==> config.mk <==
export PLATFORM = sky130hd
export DESIGN_NAME = asconp_sched
export DESIGN_NICKNAME = d
export VERILOG_FILES = /design/src/rtl/asconp_sched.sv
export SDC_FILE = /design/constraint.sdc
export NUM_CORES = 2
export LEC_CHECK = 0
export ABC_AREA = 1
export CAP_MARGIN = 20
export CORE_MARGIN = 2
export CORE_UTILIZATION = 50
export CTS_CLUSTER_SIZE = 40
export DETAILED_ROUTE_END_ITERATION = 10
export MAX_ROUTING_LAYER = met4
export PLACE_DENSITY = 0.77
export SETUP_SLACK_MARGIN = 0.05
export SLEW_MARGIN = 20
export SYNTH_ARGS = -nofsm -noshare
export SYNTH_HDL_FRONTEND = slang
export SYNTH_HIERARCHICAL = 1
export SYNTH_SLANG_ARGS = --single-unit
==> constraint.sdc <==
create_clock -name clk -period 5.3 [get_ports clk]
set_input_delay 1.06 -clock clk [delete_from_list [all_inputs] [get_ports clk]]
set_output_delay 1.06 -clock clk [all_outputs]
set_load 0.02 [all_outputs]
==> src/rtl/asconp_sched.sv <==
// asconp_sched: sequencing controller for the Ascon permutation.
// Holds the 320-bit state, feeds "rounds remaining" to an UROL-round core
// and hands the permuted state back through a valid/ready handshake.
// Optional feature macro: ASCONP_SCHED_PERF_CNT_EN (adds perm_cnt / busy_cyc).

// Combinational core: UROL consecutive Ascon rounds per call.
module asconp_core #(
  parameter int UROL = 1
) (
  input  logic [319:0] state_i,
  input  logic [3:0]   rounds_i,   // rounds remaining before this cycle
  output logic [319:0] state_o
);

  function automatic logic [63:0] ror64(input logic [63:0] x, input int n);
    return (x >> n) | (x << (64 - n));
  endfunction

  // One Ascon round; the round index is derived from the rounds remaining,
  // so p12/p8/p6 all share the tail of the same constant schedule.
  function automatic logic [319:0] ascon_round(input logic [319:0] s,
                                               input logic [3:0]   rem);
    logic [63:0] x0, x1, x2, x3, x4;
    logic [63:0] t0, t1, t2, t3, t4;
    logic [3:0]  r;
    r  = 4'd12 - rem;
    x0 = s[319:256];
    x1 = s[255:192];
    x2 = s[191:128];
    x3 = s[127:64];
    x4 = s[63:0];
    // Round constant (15 - r) || r in the low byte of x2.
    x2 = x2 ^ {56'd0, ~r, r};
    // Bitsliced 5-bit S-box.
    x0 = x0 ^ x4;
    x4 = x4 ^ x3;
    x2 = x2 ^ x1;
    t0 = ~x0 & x1;
    t1 = ~x1 & x2;
    t2 = ~x2 & x3;
    t3 = ~x3 & x4;
    t4 = ~x4 & x0;
    x0 = x0 ^ t1;
    x1 = x1 ^ t2;
    x2 = x2 ^ t3;
    x3 = x3 ^ t4;
    x4 = x4 ^ t0;
    x1 = x1 ^ x0;
    x0 = x0 ^ x4;
    x3 = x3 ^ x2;
    x2 = ~x2;
    // Linear diffusion layer.
    x0 = x0 ^ ror64(x0, 19) ^ ror64(x0, 28);
    x1 = x1 ^ ror64(x1, 61) ^ ror64(x1, 39);
    x2 = x2 ^ ror64(x2, 1)  ^ ror64(x2, 6);
    x3 = x3 ^ ror64(x3, 10) ^ ror64(x3, 17);
    x4 = x4 ^ ror64(x4, 7)  ^ ror64(x4, 41);
    return {x0, x1, x2, x3, x4};
  endfunction

  logic [319:0] stage [UROL+1];

  assign stage[0] = state_i;

  for (genvar g = 0; g < UROL; g++) begin : g_round
    assign stage[g+1] = ascon_round(stage[g], rounds_i - 4'(g));
  end

  assign state_o = stage[UROL];

endmodule

module asconp_sched #(
  parameter int UROL = 1
) (
  input  logic         clk,
  input  logic         rst,
  input  logic         in_valid,
  output logic         in_ready,
  input  logic [3:0]   in_rounds,
  input  logic [319:0] in_state,
  output logic         out_valid,
  input  logic         out_ready,
  output logic [319:0] out_state,
  output logic         out_err,
`ifdef ASCONP_SCHED_PERF_CNT_EN
  output logic [31:0]  perm_cnt,
  output logic [31:0]  busy_cyc,
`endif
  output logic         busy
);

  if (!(UROL == 1 || UROL == 2 || UROL == 3 || UROL == 4 || UROL == 6)) begin : g_bad_urol
    $fatal(1, "asconp_sched: UROL must be one of 1, 2, 3, 4, 6");
  end

  typedef enum logic [1:0] {
    S_IDLE,
    S_RUN,
    S_DONE
  } fsm_e;

  fsm_e         fsm_q, fsm_d;
  logic [319:0] state_q, state_d;
  logic [3:0]   round_cnt_q, round_cnt_d;
  logic         err_q, err_d;
  logic [319:0] core_out;
  logic         req_legal;

  asconp_core #(.UROL(UROL)) u_core (
    .state_i  (state_q),
    .rounds_i (round_cnt_q),
    .state_o  (core_out)
  );

  // A request is legal when 1 <= R <= 12 and the core lands exactly on zero.
  assign req_legal = (in_rounds != 4'd0) && (in_rounds <= 4'd12) &&
                     ((in_rounds % 4'(UROL)) == 4'd0);

  // Next-state logic for the FSM, state register, round counter and error flag.
  always_comb begin
    // NOTE: every signal gets a default first so no path can infer a latch.
    fsm_d       = fsm_q;
    state_d     = state_q;
    round_cnt_d = round_cnt_q;
    err_d       = err_q;
    unique case (fsm_q)
      S_IDLE: begin
        if (in_valid) begin
          state_d     = in_state;
          round_cnt_d = in_rounds;
          if (req_legal) begin
            fsm_d = S_RUN;
            err_d = 1'b0;
          end else begin
            fsm_d = S_DONE;
            err_d = 1'b1;
          end
        end
      end
      S_RUN: begin
        state_d     = core_out;
        round_cnt_d = round_cnt_q - 4'(UROL);
        if (round_cnt_q == 4'(UROL)) fsm_d = S_DONE;
      end
      S_DONE: begin
        if (out_ready) begin
          fsm_d = S_IDLE;
          err_d = 1'b0;
        end
      end
      default: fsm_d = S_IDLE;
    endcase
  end

  // State register update with synchronous reset taking priority.
  always_ff @(posedge clk) begin
    // NOTE: sequential state uses non-blocking assignments only.
    if (rst) begin
      fsm_q       <= S_IDLE;
      // NOTE: the wide state register is reset as well, so an aborted run
      // leaves no residue visible on out_state.
      state_q     <= '0;
      round_cnt_q <= '0;
      err_q       <= 1'b0;
    end else begin
      fsm_q       <= fsm_d;
      state_q     <= state_d;
      round_cnt_q <= round_cnt_d;
      err_q       <= err_d;
    end
  end

  assign in_ready  = (fsm_q == S_IDLE);
  assign out_valid = (fsm_q == S_DONE);
  assign busy      = (fsm_q != S_IDLE);
  assign out_err   = err_q;
  assign out_state = state_q;

`ifdef ASCONP_SCHED_PERF_CNT_EN
  logic [31:0] perm_cnt_q, busy_cyc_q;

  // Count successful result transfers and cycles spent iterating the core.
  always_ff @(posedge clk) begin
    if (rst) begin
      perm_cnt_q <= '0;
      busy_cyc_q <= '0;
    end else begin
      if (fsm_q == S_DONE && out_ready && !err_q) perm_cnt_q <= perm_cnt_q + 32'd1;
      if (fsm_q == S_RUN) busy_cyc_q <= busy_cyc_q + 32'd1;
    end
  end

  assign perm_cnt = perm_cnt_q;
  assign busy_cyc = busy_cyc_q;
`endif

endmodule

# After elaboration in Yosys (flattened, before gate mapping)
# Index checks and enable logic that the tools add are counted.
# op_classes
n_eq_ne,6
n_mux,13
bitwise_logic,44
reduce_logical,9
magnitude_cmp,1
n_addsub,2
# op_table
op,n
bitwise XOR 64 bit,21
case mux 320 bit (2 select lines),1
NOT 64 bit,6
AND 64 bit,5
two-way mux 320 bit,1
OR 23 x 64 -> 64 bit,1
OR 25 x 64 -> 64 bit,1
OR 3 x 64 -> 64 bit,1
OR 36 x 64 -> 64 bit,1
OR 45 x 64 -> 64 bit,1
OR 47 x 64 -> 64 bit,1
OR 54 x 64 -> 64 bit,1
OR 57 x 64 -> 64 bit,1
OR 58 x 64 -> 64 bit,1
OR 63 x 64 -> 64 bit,1
bitwise XOR 64 x 8 -> 64 bit,1
two-way mux 2 bit,4
case mux 4 bit (2 select lines),1
case mux 2 bit (3 select lines),1
AND reduction 3 bit,2
nonzero test 2 bit,3
"equality test 4 x 1 -> 1 bit, second input constant",1
"less-or-equal comparator 4 bit, second input constant",1
two-way mux 4 bit,1
13 further kinds,16
# word_totals
regBits,327
elab_cells,79
out_inout_bits,324

# Logic depth before layout (Yosys ltp)
# depth
depth_word,12
ltp_mapped,21

# Cells and area by module
# The synthesis kept the hierarchy.
# by_module_without_submodules
module,seq_area_each_um2,instances,cells_per_inst,area_each_um2
asconp_core,0.0,1,4022,21046.4
asconp_sched,6546.3,1,1846,14991.9

# Least setup slack after synthesis
# OpenSTA, ideal clock, no wires.
# synth_timing
kind,register to register
start,reg round_cnt_q[0]
end,"reg state_q[120], in the netlist out_state[120]"
path_slack_ns,2.867
setup_time_ns,0.116
period_less_slack_ns,2.433
n_path_buf,0
path_stages_with_launch,18
t_arrival_ns,2.317
path_cell_list,dfxtp_1 > inv_2 > ha_1 > inv_1 > nand2_1 > nand2_1 > nand2_1 > nand2_1 > inv_1 > ha_1 > xnor2_2 > xor2_1 > nand2_1 > nand3_1 > nand2_1 > nand2_1 > nand3_1 > o211a_1
# synth_via
elab_chain_len,9
# synth_rtl
element,line_no,source
"start, declared",105,"logic [3:0] round_cnt_q, round_cnt_d;"
"start signal, assigned",169,round_cnt_q <= round_cnt_d;
subtractor 4 bit,26,r = 4'd12 - rem;
bitwise XOR 64 x 8 -> 64 bit,33,"x2 = x2 ^ {56'd0, ~r, r};"
bitwise XOR 64 bit,37,x2 = x2 ^ x1;
bitwise XOR 64 bit,45,x2 = x2 ^ t3;
bitwise XOR 64 bit,50,x3 = x3 ^ x2;
OR 54 x 64 -> 64 bit,16,return (x >> n) | (x << (64 - n));
bitwise XOR 64 bit (2 in series),56,"x3 = x3 ^ ror64(x3, 10) ^ ror64(x3, 17);"
named net core_out[120],107,logic [319:0] core_out;
case mux 320 bit (2 select lines),127,unique case (fsm_q)
"end signal, assigned",168,state_q <= state_d;
"end, declared",104,"logic [319:0] state_q, state_d;"
# The timed path passes the listed nets, and every way through them passes these cells.
# A chain may end at the register's enable or synchronous reset.

# Final worst setup path
# layout_timing
start,reg round_cnt_q[0]
end,"reg state_q[119], in the netlist out_state[119]"
# The elaborated chain is that of the path after synthesis.

==> results.toml <==
[die]
die-area_mm2 = 0.0742
start_util_pct = 50.5
core_area_mm2 = 0.0714
fp.dieH_um = 272
ioPinCount = 652
rows = 98
die_w_um = 272

[timing]
tightest_slew_ps = 1440
layout_min_cycle_time_ps = 3400
setup_viol = 0
fin_tns_setup_ps = 0
grt_setup_unrepaired = "false"
fin_worst_skew_ps = 33.7
slew_violations = 0
relSlewSlack_pct = 3.57
fin_crit_sh_pct = 64.2
fmax_ghz = 0.294
finalHoldViolations = 0

[yosys]
async_flop_share_pct = 0
synth.most_common_cell = "nand2_1"
synth_area_leaders = "nand2_1, dfxtp_1, o211a_1"
seq_area_frac_synth_pct = 18.2
yosysWarnings = 6
synth_edf_count = 0
ys_seq_elements = 327
syn-cell-area_mm2 = 0.0360
avgSynthCellArea_um2 = 6.14
synth.distinct_cells = 30
synth_top_area_cell = "nand2_1"
syn_nets = 6327
ys_top_cells_by_count = "nand2_1, nand3_1, inv_1, dfxtp_1, o211a_1"
netlist_instances = 5868
ys.flop_type = "dfxtp_1"
yosysTopAreaCellShare_pct = 30.9

[worst_setup_path]
worstPathArrival_ps = 3940
slowest_stage = "dfxtp_1"
r2r_setup_slack_ps = 1900
cp_data_required_time_ps = 5840
max_stage_delay_ps = 510
cp-end-kind = "flip-flop"
crit_top_cell = "nand2_1"
worstSetupPathType = "reg2reg"
reg2reg_depth = 14
critical_path.max_fanout = 8
path_buf_inv = 2
startpoint_type = "flip-flop"
cp.depth = 14
crit_family = "XOR/XNOR gates"
crit_chain = "inv_2 > ha_1 > xor2_1 > ha_1 > xor2_2 > inv_1 > xor2_1 > nand2_1 > nand2_1 > nand2_1 > nand2_1 > nand2_1 > nand3_1 > o211a_1"

[power]
p_leak_nw = 24.2
powerDensity_mw_per_mm2 = 696
ir_drop_mv = 0.478
total_power_w = 0.0310

[route]
vias = 45400
via_per_inst = 6.13
drtIter0Drc = 7516
first_pass_iters = 10
wl_mm = 213
wire_per_inst_um = 28.8
ant_nets = 0
drc = 0

[global_route]
grt_max_degree = 164
grt_pass1_wl_mm = 288
grt_use_total_pct = 56.5
antenna_found_initial = 7
grt_pass1_vias = 40500
grt-ovfl-total = 0

[flow_run]
drv_cap = 0

[finish]
final_nets = 6873
regArea_mm2 = 0.00655
fill_cells = 6095
multi_input_area_mm2 = 0.0265
drive_above_1_share_pct = 5.42
syn_to_final_growth_pct = 23.4

[worst_hold_path]
hp-class = "reg2reg"
hold_depth = 2

[clocking]
cts_setup_buffers = 0
cts_htree_levels = 2
clock_path_buffers = 3
root_buffer = "clkbuf_16"
cts.sinks = 327
cts_made_buffers = 40
cts_resized = 0
cts_tree = "yes"
clock_latency_ps = 600
clkTransAtPathRegs_ps = 60
hold_buffers = 0

[placed_design]
io_buffers = 651
gp_congestion = 1.19
dp_hpwl_mm = 175

[run_status]
status = "finished clean"
## power breakdown
group | switching (W) | leakage (nW) | internal (W)
Clock | 0.00127 | 0.639 | 0.00162
Combinational | 0.0183 | 20.9 | 0.00615
Sequential | 0.000755 | 2.72 | 0.00288
## layer usage
layer,GRT usage [%],up-vias,wire length (um)
met5,-,-,0
met4,45.9,0,22000
met3,17.3,1026,30700
met2,80.5,3864,86400
met1,65.2,21000,74400
li1,-,19600,-
## worst reg2reg max path, delay by kind of cell (launching register included)
family / cells / cell delay (ps)
XOR/XNOR: 3 / 1170
adder cells (fa/ha/maj): 2 / 700
AND/OR/NAND/NOR: 6 / 650
flip-flops: 1 / 510
buffers and inverters: 2 / 190
AO/OA/AOI/OAI: 1 / 130
## cells by family (layout without fill, tap and decap cells)
| family | count (synthesis) | after routing | share of synthesized area (%) |
|---|---|---|---|
| and+or+nand+nor | 3704 | 3704 | 41.3 |
| buffers and inverters | 716 | 1292 | 8.22 |
| xor gates and xnor gates | 524 | 524 | 16.4 |
| AOI/OAI and AO/OA | 466 | 466 | 11.3 |
| DFF | 327 | 327 | 18.2 |
| adders and majority gates | 131 | 131 | 4.55 |
| other | 0 | 9 | 0 |
## through the flow
step,area (um^2),utilization (%),worst slack [ps],instances,hold slack (ps)
after floorplan,36000,-,2870,5868,471
after global placement,43200,60.5,2040,7322,526
after detailed placement,43200,60.5,1930,7322,543
after CTS,44500,62.3,1950,7394,553
after global routing,44500,62.3,1790,7400,595
final,44500,62.3,1900,7403,562
## sequential cells by signal, indices dropped and copies added, names as in the netlist
signal / cells
fsm_q: 2
out_err: 1
out_state: 320
round_cnt_q: 4
## worst paths after layout
check | from | to
worst min-delay path | round_cnt_q[3]$_SDFFE_PP0P_ | round_cnt_q[3]$_SDFFE_PP0P_
worst min register to register | round_cnt_q[3]$_SDFFE_PP0P_ | round_cnt_q[3]$_SDFFE_PP0P_
worst max-delay path | round_cnt_q[0]$_SDFFE_PP0P_ | out_state[119]$_SDFFE_PP0P_
worst max register to register | round_cnt_q[0]$_SDFFE_PP0P_ | out_state[119]$_SDFFE_PP0P_
## cell usage in the layout (no fill, tap or decap), types with 4 or more instances in the layout
master	n
a21oi_1	5
buf_12	8
buf_4	22
clkbuf_1	7
clkbuf_16	41
clkdlybuf4s50_1	651
clkinv_2	10
dfxtp_1	327
diode_2	9
ha_1	131
inv_1	514
inv_2	23
inv_6	4
nand2_1	2971
nand2_2	75
nand3_1	582
nand3b_1	8
nand4_1	5
nor2_1	56
o211a_1	320
o21ai_0	42
o21ai_1	61
o21ai_2	36
xnor2_1	142
xnor2_2	4
xor2_1	272
xor2_2	61
xor2_4	45
## final cells by class
type / instances / share of cell area [%]
sequential: 327 / 14.7
timing repair buffer: 681 / 15.4
tap: 950 / 2.67
clock inverter: 21 / 0.464
clock buffer: 51 / 2.46
inverter: 539 / 4.58
multi-input combinational: 4825 / 59.7
antenna: 9 / 0.0506
(Power assumes the default switching activity.)
